===== src/rtl/msk_g4mul_rnd_gen.sv =====
// Seeded 64-bit Fibonacci LFSR feeding the HPC1 G(4) masked multiplier.
// Produces W = 2*N_REF + 2*N_MUL fresh bits per advance after a warm-up phase.
module msk_g4mul_rnd_gen #(
    parameter int unsigned d      = 2,
    parameter int unsigned N_REF  = 1,
    parameter int unsigned N_MUL  = 1,
    parameter int unsigned WARMUP = 8
) (
    input  logic                 clk,
    input  logic                 rst,
    input  logic [31:0]          seed_data,
    input  logic                 seed_valid,
    output logic                 seed_ready,
    input  logic                 en,
    output logic [2*N_REF-1:0]   rnd_ref,
    output logic [2*N_MUL-1:0]   rnd_mul,
    output logic                 rnd_valid
);

    localparam int unsigned W = 2 * N_REF + 2 * N_MUL;
    localparam logic [7:0] WarmLast = 8'(WARMUP - 1);

    if (W > 64) begin : g_width_check
        $error("msk_g4mul_rnd_gen: W = 2*N_REF + 2*N_MUL must not exceed 64");
    end
    if (WARMUP < 1 || WARMUP > 255) begin : g_warmup_check
        $error("msk_g4mul_rnd_gen: WARMUP must be in 1..255");
    end
    if (d < 2) begin : g_share_check
        $error("msk_g4mul_rnd_gen: d must be at least 2");
    end

    typedef enum logic [1:0] {StIdle, StLoadLo, StWarm, StRun} state_e;

    state_e               state_q;
    logic [63:0]          s_q;
    logic [7:0]           cnt_q;
    logic [2*N_REF-1:0]   rnd_ref_q;
    logic [2*N_MUL-1:0]   rnd_mul_q;
    logic                 rnd_valid_q;

    logic [63:0]          s_adv;
    logic [W-1:0]         batch;
    logic                 fb;
    logic                 seed_hs;
    logic [63:0]          lo_seed;

    // W unrolled steps; batch bit i is the feedback of step i+1.
    always_comb begin
        s_adv = s_q;
        batch = '0;
        fb    = 1'b0;
        for (int i = 0; i < int'(W); i++) begin
            fb       = s_adv[63] ^ s_adv[62] ^ s_adv[60] ^ s_adv[59];
            batch[i] = fb;
            s_adv    = {s_adv[62:0], fb};
        end
    end

    assign seed_ready = (state_q != StWarm);
    assign seed_hs    = seed_valid && seed_ready;
    assign lo_seed    = {s_q[63:32], seed_data};

    always_ff @(posedge clk or posedge rst) begin
        if (rst) begin
            state_q     <= StIdle;
            s_q         <= '0;
            cnt_q       <= '0;
            rnd_ref_q   <= '0;
            rnd_mul_q   <= '0;
            rnd_valid_q <= 1'b0;
        end else begin
            unique case (state_q)
                StIdle: begin
                    if (seed_hs) begin
                        s_q[63:32] <= seed_data;
                        state_q    <= StLoadLo;
                    end
                end
                StLoadLo: begin
                    if (seed_hs) begin
                        // The all-zero state is a fixed point of the LFSR.
                        s_q     <= (lo_seed == 64'd0) ? 64'd1 : lo_seed;
                        cnt_q   <= '0;
                        state_q <= StWarm;
                    end
                end
                StWarm: begin
                    s_q       <= s_adv;
                    rnd_ref_q <= batch[2*N_REF-1:0];
                    rnd_mul_q <= batch[W-1:2*N_REF];
                    if (cnt_q == WarmLast) begin
                        cnt_q   <= WarmLast + 8'd1;
                        state_q <= StRun;
                    end else begin
                        cnt_q <= cnt_q + 8'd1;
                    end
                end
                StRun: begin
                    // A seed handshake takes priority over an advance request.
                    if (seed_hs) begin
                        s_q[63:32]  <= seed_data;
                        rnd_valid_q <= 1'b0;
                        state_q     <= StLoadLo;
                    end else if (en) begin
                        s_q         <= s_adv;
                        rnd_ref_q   <= batch[2*N_REF-1:0];
                        rnd_mul_q   <= batch[W-1:2*N_REF];
                        rnd_valid_q <= 1'b1;
                    end
                end
                default: state_q <= StIdle;
            endcase
        end
    end

    assign rnd_ref   = rnd_ref_q;
    assign rnd_mul   = rnd_mul_q;
    assign rnd_valid = rnd_valid_q;

endmodule


===== config.mk =====
export PLATFORM = sky130hd
export DESIGN_NAME = msk_g4mul_rnd_gen
export DESIGN_NICKNAME = d
export VERILOG_FILES = /design/src/rtl/msk_g4mul_rnd_gen.sv
export SDC_FILE = /design/constraint.sdc
export NUM_CORES = 1
export LEC_CHECK = 0
export ABC_AREA = 0
export CORE_MARGIN = 5
export CORE_UTILIZATION = 35
export CTS_BUF_LIST = sky130_fd_sc_hd__clkbuf_4 sky130_fd_sc_hd__clkbuf_8 sky130_fd_sc_hd__clkbuf_16
export CTS_CLUSTER_DIAMETER = 60
export CTS_CLUSTER_SIZE = 16
export DETAILED_ROUTE_END_ITERATION = 7
export SLEW_MARGIN = 25
export SYNTH_ARGS = -nofsm -noshare
export SYNTH_HDL_FRONTEND = slang
export SYNTH_SLANG_ARGS = --single-unit

===== constraint.sdc =====
create_clock -name clk -period 2.34 [get_ports clk]
set_input_delay 0.468 -clock clk [delete_from_list [all_inputs] [get_ports clk]]
set_output_delay 0.468 -clock clk [all_outputs]
set_load 0.02 [all_outputs]

Yosys cells after proc, flatten, opt, wreduce, memory -nomap -nowiden
Index checks and enable logic that the tools add are counted.
{"block": "classes", "add_sub_neg": 1, "n_eq_ne": 13, "muxes": 23, "bitwise_logic": 12, "n_reduce_logical": 14}
{"op": "64-bit 2-to-1 mux", "n": 3}
{"op": "32-bit one-hot mux with 4 select lines", "n": 1}
{"op": "32-bit 2-to-1 mux", "n": 3}
{"op": "32-bit one-hot mux with 3 select lines", "n": 1}
{"op": "64-bit zero test", "n": 1}
{"op": "8-bit 2-to-1 mux", "n": 2}
{"op": "8-bit one-hot mux with 2 select lines", "n": 1}
{"op": "2-bit 2-to-1 mux", "n": 7}
{"op": "2-bit inequality test (second input constant)", "n": 7}
{"op": "1-bit bitwise XOR", "n": 12}
{"op": "8-bit by 1-bit adder with 8-bit output (second input constant)", "n": 1}
{"op": "8-bit by 3-bit equality test with 1-bit output (second input constant)", "n": 1}
{"op": "2-bit one-hot mux with 2 select lines", "n": 2}
{"op": "4-bit AND reduction", "n": 2}
{"op": "2-bit one-hot mux with 3 select lines", "n": 1}
{"op": "3-bit AND reduction", "n": 2}
{"op": "2-bit nonzero test", "n": 3}
{"op": "2-bit equality test (second input constant)", "n": 2}
{"op": "2-bit AND reduction", "n": 2}
{"op": "3-bit inequality test (second input constant)", "n": 1}
{"op": "3-bit nonzero test", "n": 1}
{"op": "2-bit by 1-bit equality test with 1-bit output (second input constant)", "n": 1}
{"op": "2-bit zero test", "n": 1}
{"op": "1-bit 2-to-1 mux", "n": 2}
{"op": "3 further kinds", "n": 3}
{"block": "totals", "ff_bits": 79, "inputBits": 36}

Longest topological paths before layout
{"block": "logic_depth", "depth_word": 6, "ltp_mapped": 10, "depth_no_buf": 7}

Worst setup path after synthesis
OpenSTA, ideal clock, no wires.
{"block": "synth_timing", "kind": "reg2reg", "startpoint": "register s_q[62]", "endpoint": "register s_q[38]", "setup_ps": 125, "arrival_ps": 2156, "required_time_ps": 2215, "setup_slack_ps": 59, "stages_incl_launch_ff": 9, "path_buffers": 1, "synth_period_minus_slack_ps": 2281, "path_cell_list": "dfrtp_1 > inv_1 > ha_1 > nor4b_2 > nand4_1 > or4_4 > a21oi_4 > buf_12 > mux2_4"}
{"block": "synth_between", "elab_chain_len": 3}
{"item": "start: declaration", "line": "36", "rtl": "logic [63:0] s_q;"}
{"item": "start signal: assignment", "line": "76", "rtl": "s_q[63:32] <= seed_data;"}
{"item": "start signal: assignment", "line": "83", "rtl": "s_q <= (lo_seed == 64'd0) ? 64'd1 : lo_seed;"}
{"item": "start signal: assignment", "line": "89", "rtl": "s_q <= s_adv;"}
{"item": "64-bit zero test", "line": "83"}
{"item": "2-bit inequality test (no source line)"}
{"item": "4-bit AND reduction (no source line)"}
No other way between the ends.
A chain may end at the register's enable or synchronous reset.

Worst setup path after layout
{"block": "layout_timing", "startpoint": "input seed_data[8]", "endpoint": "register s_q[58]"}
{"block": "layout_between", "elab_chain_len": 3}
{"item": "start: declaration", "line": "11", "rtl": "input logic [31:0] seed_data,"}
{"item": "64-bit zero test", "line": "83"}
{"item": "2-bit inequality test (no source line)"}
{"item": "4-bit AND reduction (no source line)"}
{"item": "end signal: assignment", "line": "83"}
{"item": "end signal: assignment", "line": "89"}
{"item": "end signal: assignment", "line": "102", "rtl": "s_q[63:32] <= seed_data;"}
No other way between the ends.

==> impl_metrics.tcl <==
set metrics [dict create \
    cp_max_fo 7 \
    mappedNetlistNets 418 \
    yosysWarnings 0 \
    clock_latency_ns 0.34 \
    top_usage_layer "met2" \
    violations "negative setup slack" \
    worst_slew_pin_slew_ns 0.432 \
    path_delay_family "simple AND/OR/NAND/NOR gates" \
    core_area_um2 11900 \
    min_period_over_period_pct 106 \
    grt_use_met2_pct 27.0 \
    avgRoutedWirePerCell_um 18.0 \
    synth_cell_types 41 \
    power_mw 8.12 \
    timing.hold.ws_ns 0.477 \
    hold_buffers 0 \
    outcome "complete, but fails checks" \
    clock-skew-final_ns 0.00947 \
    leakage_nw 2.70 \
    drc_errors 0 \
    cp_num_buf_inv 5 \
    rsz0062_at_grt "true" \
    use_met3_pct 4.81 \
    path_class "input pin to flip-flop" \
    finalCriticalPeriod_ns 2.48 \
    power_density_nw_per_um2 1420 \
    antenna_cells_inserted 0 \
    async_flop_share_pct 100 \
    overflow 0 \
    clk_path_buf_depth 2 \
    crit_arrival_ns 2.71 \
    worstSetupStartpointType "input pin" \
    report.final.hold_viol_count 0 \
    fmax_ghz 0.403 \
    tritoncts "built" \
    cts_sinks 79 \
    slew_headroom_pct 71.2 \
    maxCapViolations 0 \
    synth_edf_count 0 \
    slowest_delay_ns 0.58 \
    setup_slack_ns -0.139 \
    cp_slowest_cell "or4_4" \
    num_rows 40 \
    ir_drop_mv 0.707 \
    path_cells "dlygate4sd2_1 -> nor4_2 -> buf_4 -> nand4_1 -> or4_4 -> a21oi_4 -> buf_6 -> buf_6 -> buf_8 -> mux2_4" \
    ys_ff_latch 79 \
    routed_wl_um 11300 \
    cp-end-kind "flip-flop" \
    die_h_um 120 \
    grt_usage_pct 16.5 \
    ys_top_cells_by_area "dfrtp_1 47%, mux2_4 9.2%, mux2i_1 8.5%, a22o_1 5.6%, o21ai_0 4.5%" \
    io_pins 42 \
    yosys.area.top_type "dfrtp_1" \
    nets 521 \
    ant_nets 0 \
    hpwlAfterDp_um 7910 \
    grtUsageMet1_pct 21.7 \
    drive_gt1_share_pct 29.7 \
    dieArea_um2 14400 \
    dieWidth_um 120 \
    io_buffers 41 \
    dr.pass1.iters 4 \
    drt_iter0_markers 213 \
    setup_violations 32 \
    min_path_type "flip-flop to flip-flop" \
    ctsHtreeMaxLevel 3 \
    avgSynthCellArea_um2 11.3 \
    layout-area-overhead-vs-synth_pct 34.6 \
    synth_ff_type "dfrtp_1" \
    grt_max_degree 80 \
    vias 3302 \
    slew_viol_final 0 \
    syn-cell-area_um2 4230 \
    root_buffer "clkbuf_16" \
    grt_pass1_wl_um 18800 \
    path_clk_slew_ns 0.07 \
    synth_cells 373 \
    synth_top_area_share_pct 46.7 \
    ys_seq_area_share_pct 46.7 \
    gp_congestion 0.898 \
    via_per_inst 5.26 \
    cts_buffers 9 \
    antenna_found_initial 0 \
    start_util_pct 35.5 \
    crit_required_ns 2.57 \
    crit_path_frequent_cell "buf_6" \
    grt_pass1_vias 3531 \
]
==> final cells by class <==
type	instances	area (um^2)
fillers	1115	6210
clock inverters	6	36.3
flip-flops and latches	79	1980
repair buffers	114	1060
clock buffers	10	239
inverters	10	41.3
well taps	147	184
multi-input cells	262	2160
==> final timing paths <==
path / startpoint / endpoint / slack, ns / cells after the start
setup / recovery: seed_data[8] / s_q[58] / -0.14 / 10
hold / removal: s_q[5] / s_q[5] / 0.48 / 2
setup reg to reg: s_q[62] / s_q[58] / -0.11 / 10
hold reg to reg: s_q[5] / s_q[5] / 0.48 / 2
max in group asynchronous: rst / cnt_q[6] / 1.41 / 3
min in group asynchronous: rst / s_q[28] / 0.60 / 3
==> routing by layer <==
layer	up-vias	wire length [um]
met5	-	0
met4	0	133
met3	11	499
met2	72	5470
met1	1649	5170
li1	1570	-
==> report_power, final <==
part	internal, mW	switching (mW)
logic	2.37	2.14
clock network	0.742	0.578
registers	1.92	0.372
==> logic make-up (layout without fill, tap and decap cells) <==
group | Yosys count | in the layout | synth area share (%)
compound gates | 94 | 94 | 15.0
xor+xnor | 9 | 9 | 1.86
simple gates | 84 | 84 | 10.2
fa+ha+maj | 9 | 9 | 2.66
mux | 66 | 66 | 18.8
buf+inv | 32 | 140 | 4.76
flops | 79 | 79 | 46.7
==> state kept, by name, indices dropped and copies added (netlist names) <==
signal / flops
rnd_valid: 1
state_q: 2
rnd_ref: 2
s_q: 64
cnt_q: 8
rnd_mul: 2
==> repair_timing <==
action / in CTS / in global routing
pin swaps: 14 / 7
cloned: 2 / 0
endpoints found under the setup margin: 33 / 33
buffers inserted: 10 / 1
gates resized for setup: 54 / 10
==> through the flow <==
| stage | setup slack [ns] | std cells | area, um^2 | setup TNS, ns | utilization [%] |
|---|---|---|---|---|---|
| finish | -0.139 | 628 | 5700 | -2.84 | 47.8 |
| detailed placement | -0.602 | 602 | 5220 | -18.51 | 43.8 |
| floorplan | 0.0588 | 373 | 4240 | 0 | - |
| global route | -0.208 | 628 | 5700 | -5.11 | 47.8 |
| global placement | -0.569 | 602 | 5220 | -17.71 | 43.8 |
| CTS | -0.121 | 630 | 5730 | -3.17 | 48.1 |
==> synthesized netlist by cell type, types with 3 or more instances <==
cell	number
nor4_1	13
nor2_1	8
dfrtp_1	79
mux2_2	4
a21o_1	4
ha_1	9
buf_6	3
a21oi_1	9
a22o_1	27
xnor2_1	9
clkbuf_1	12
inv_1	10
nor3_1	3
mux2i_1	36
nand4_1	4
nand2b_1	4
mux2_4	26
o21ai_0	38
nand2_1	37
nor2b_1	4
and3_1	4
buf_12	3
a22oi_1	4
o31ai_1	3
==> cell usage in the layout, fill, tap and decap left out, drive strengths merged, types with 4 or more instances in the layout <==
master          n
mux2i          36
clkbuf         10
a21oi          10
nand2b          4
mux2           30
and3            4
buf            73
nand2          37
clkdlybuf4s50  15
a21o            4
nor4           13
ha              9
a22oi           4
xnor2           9
dfrtp          79
clkinv          5
nor2b           4
dlygate4sd2    22
inv             9
nor2            8
o21ai          39
nand4           4
a22o           28
==> worst register-to-register path, delay by kind of cell, from the launching register on <==
kind            cells  cell delay (ns)
buf+inv             4             0.43
simple gates        3             0.88
mux                 1             0.30
compound gates      1             0.20
flops               1             0.40
fa+ha+maj           1             0.13
Power figures use the tool's default switching activity.
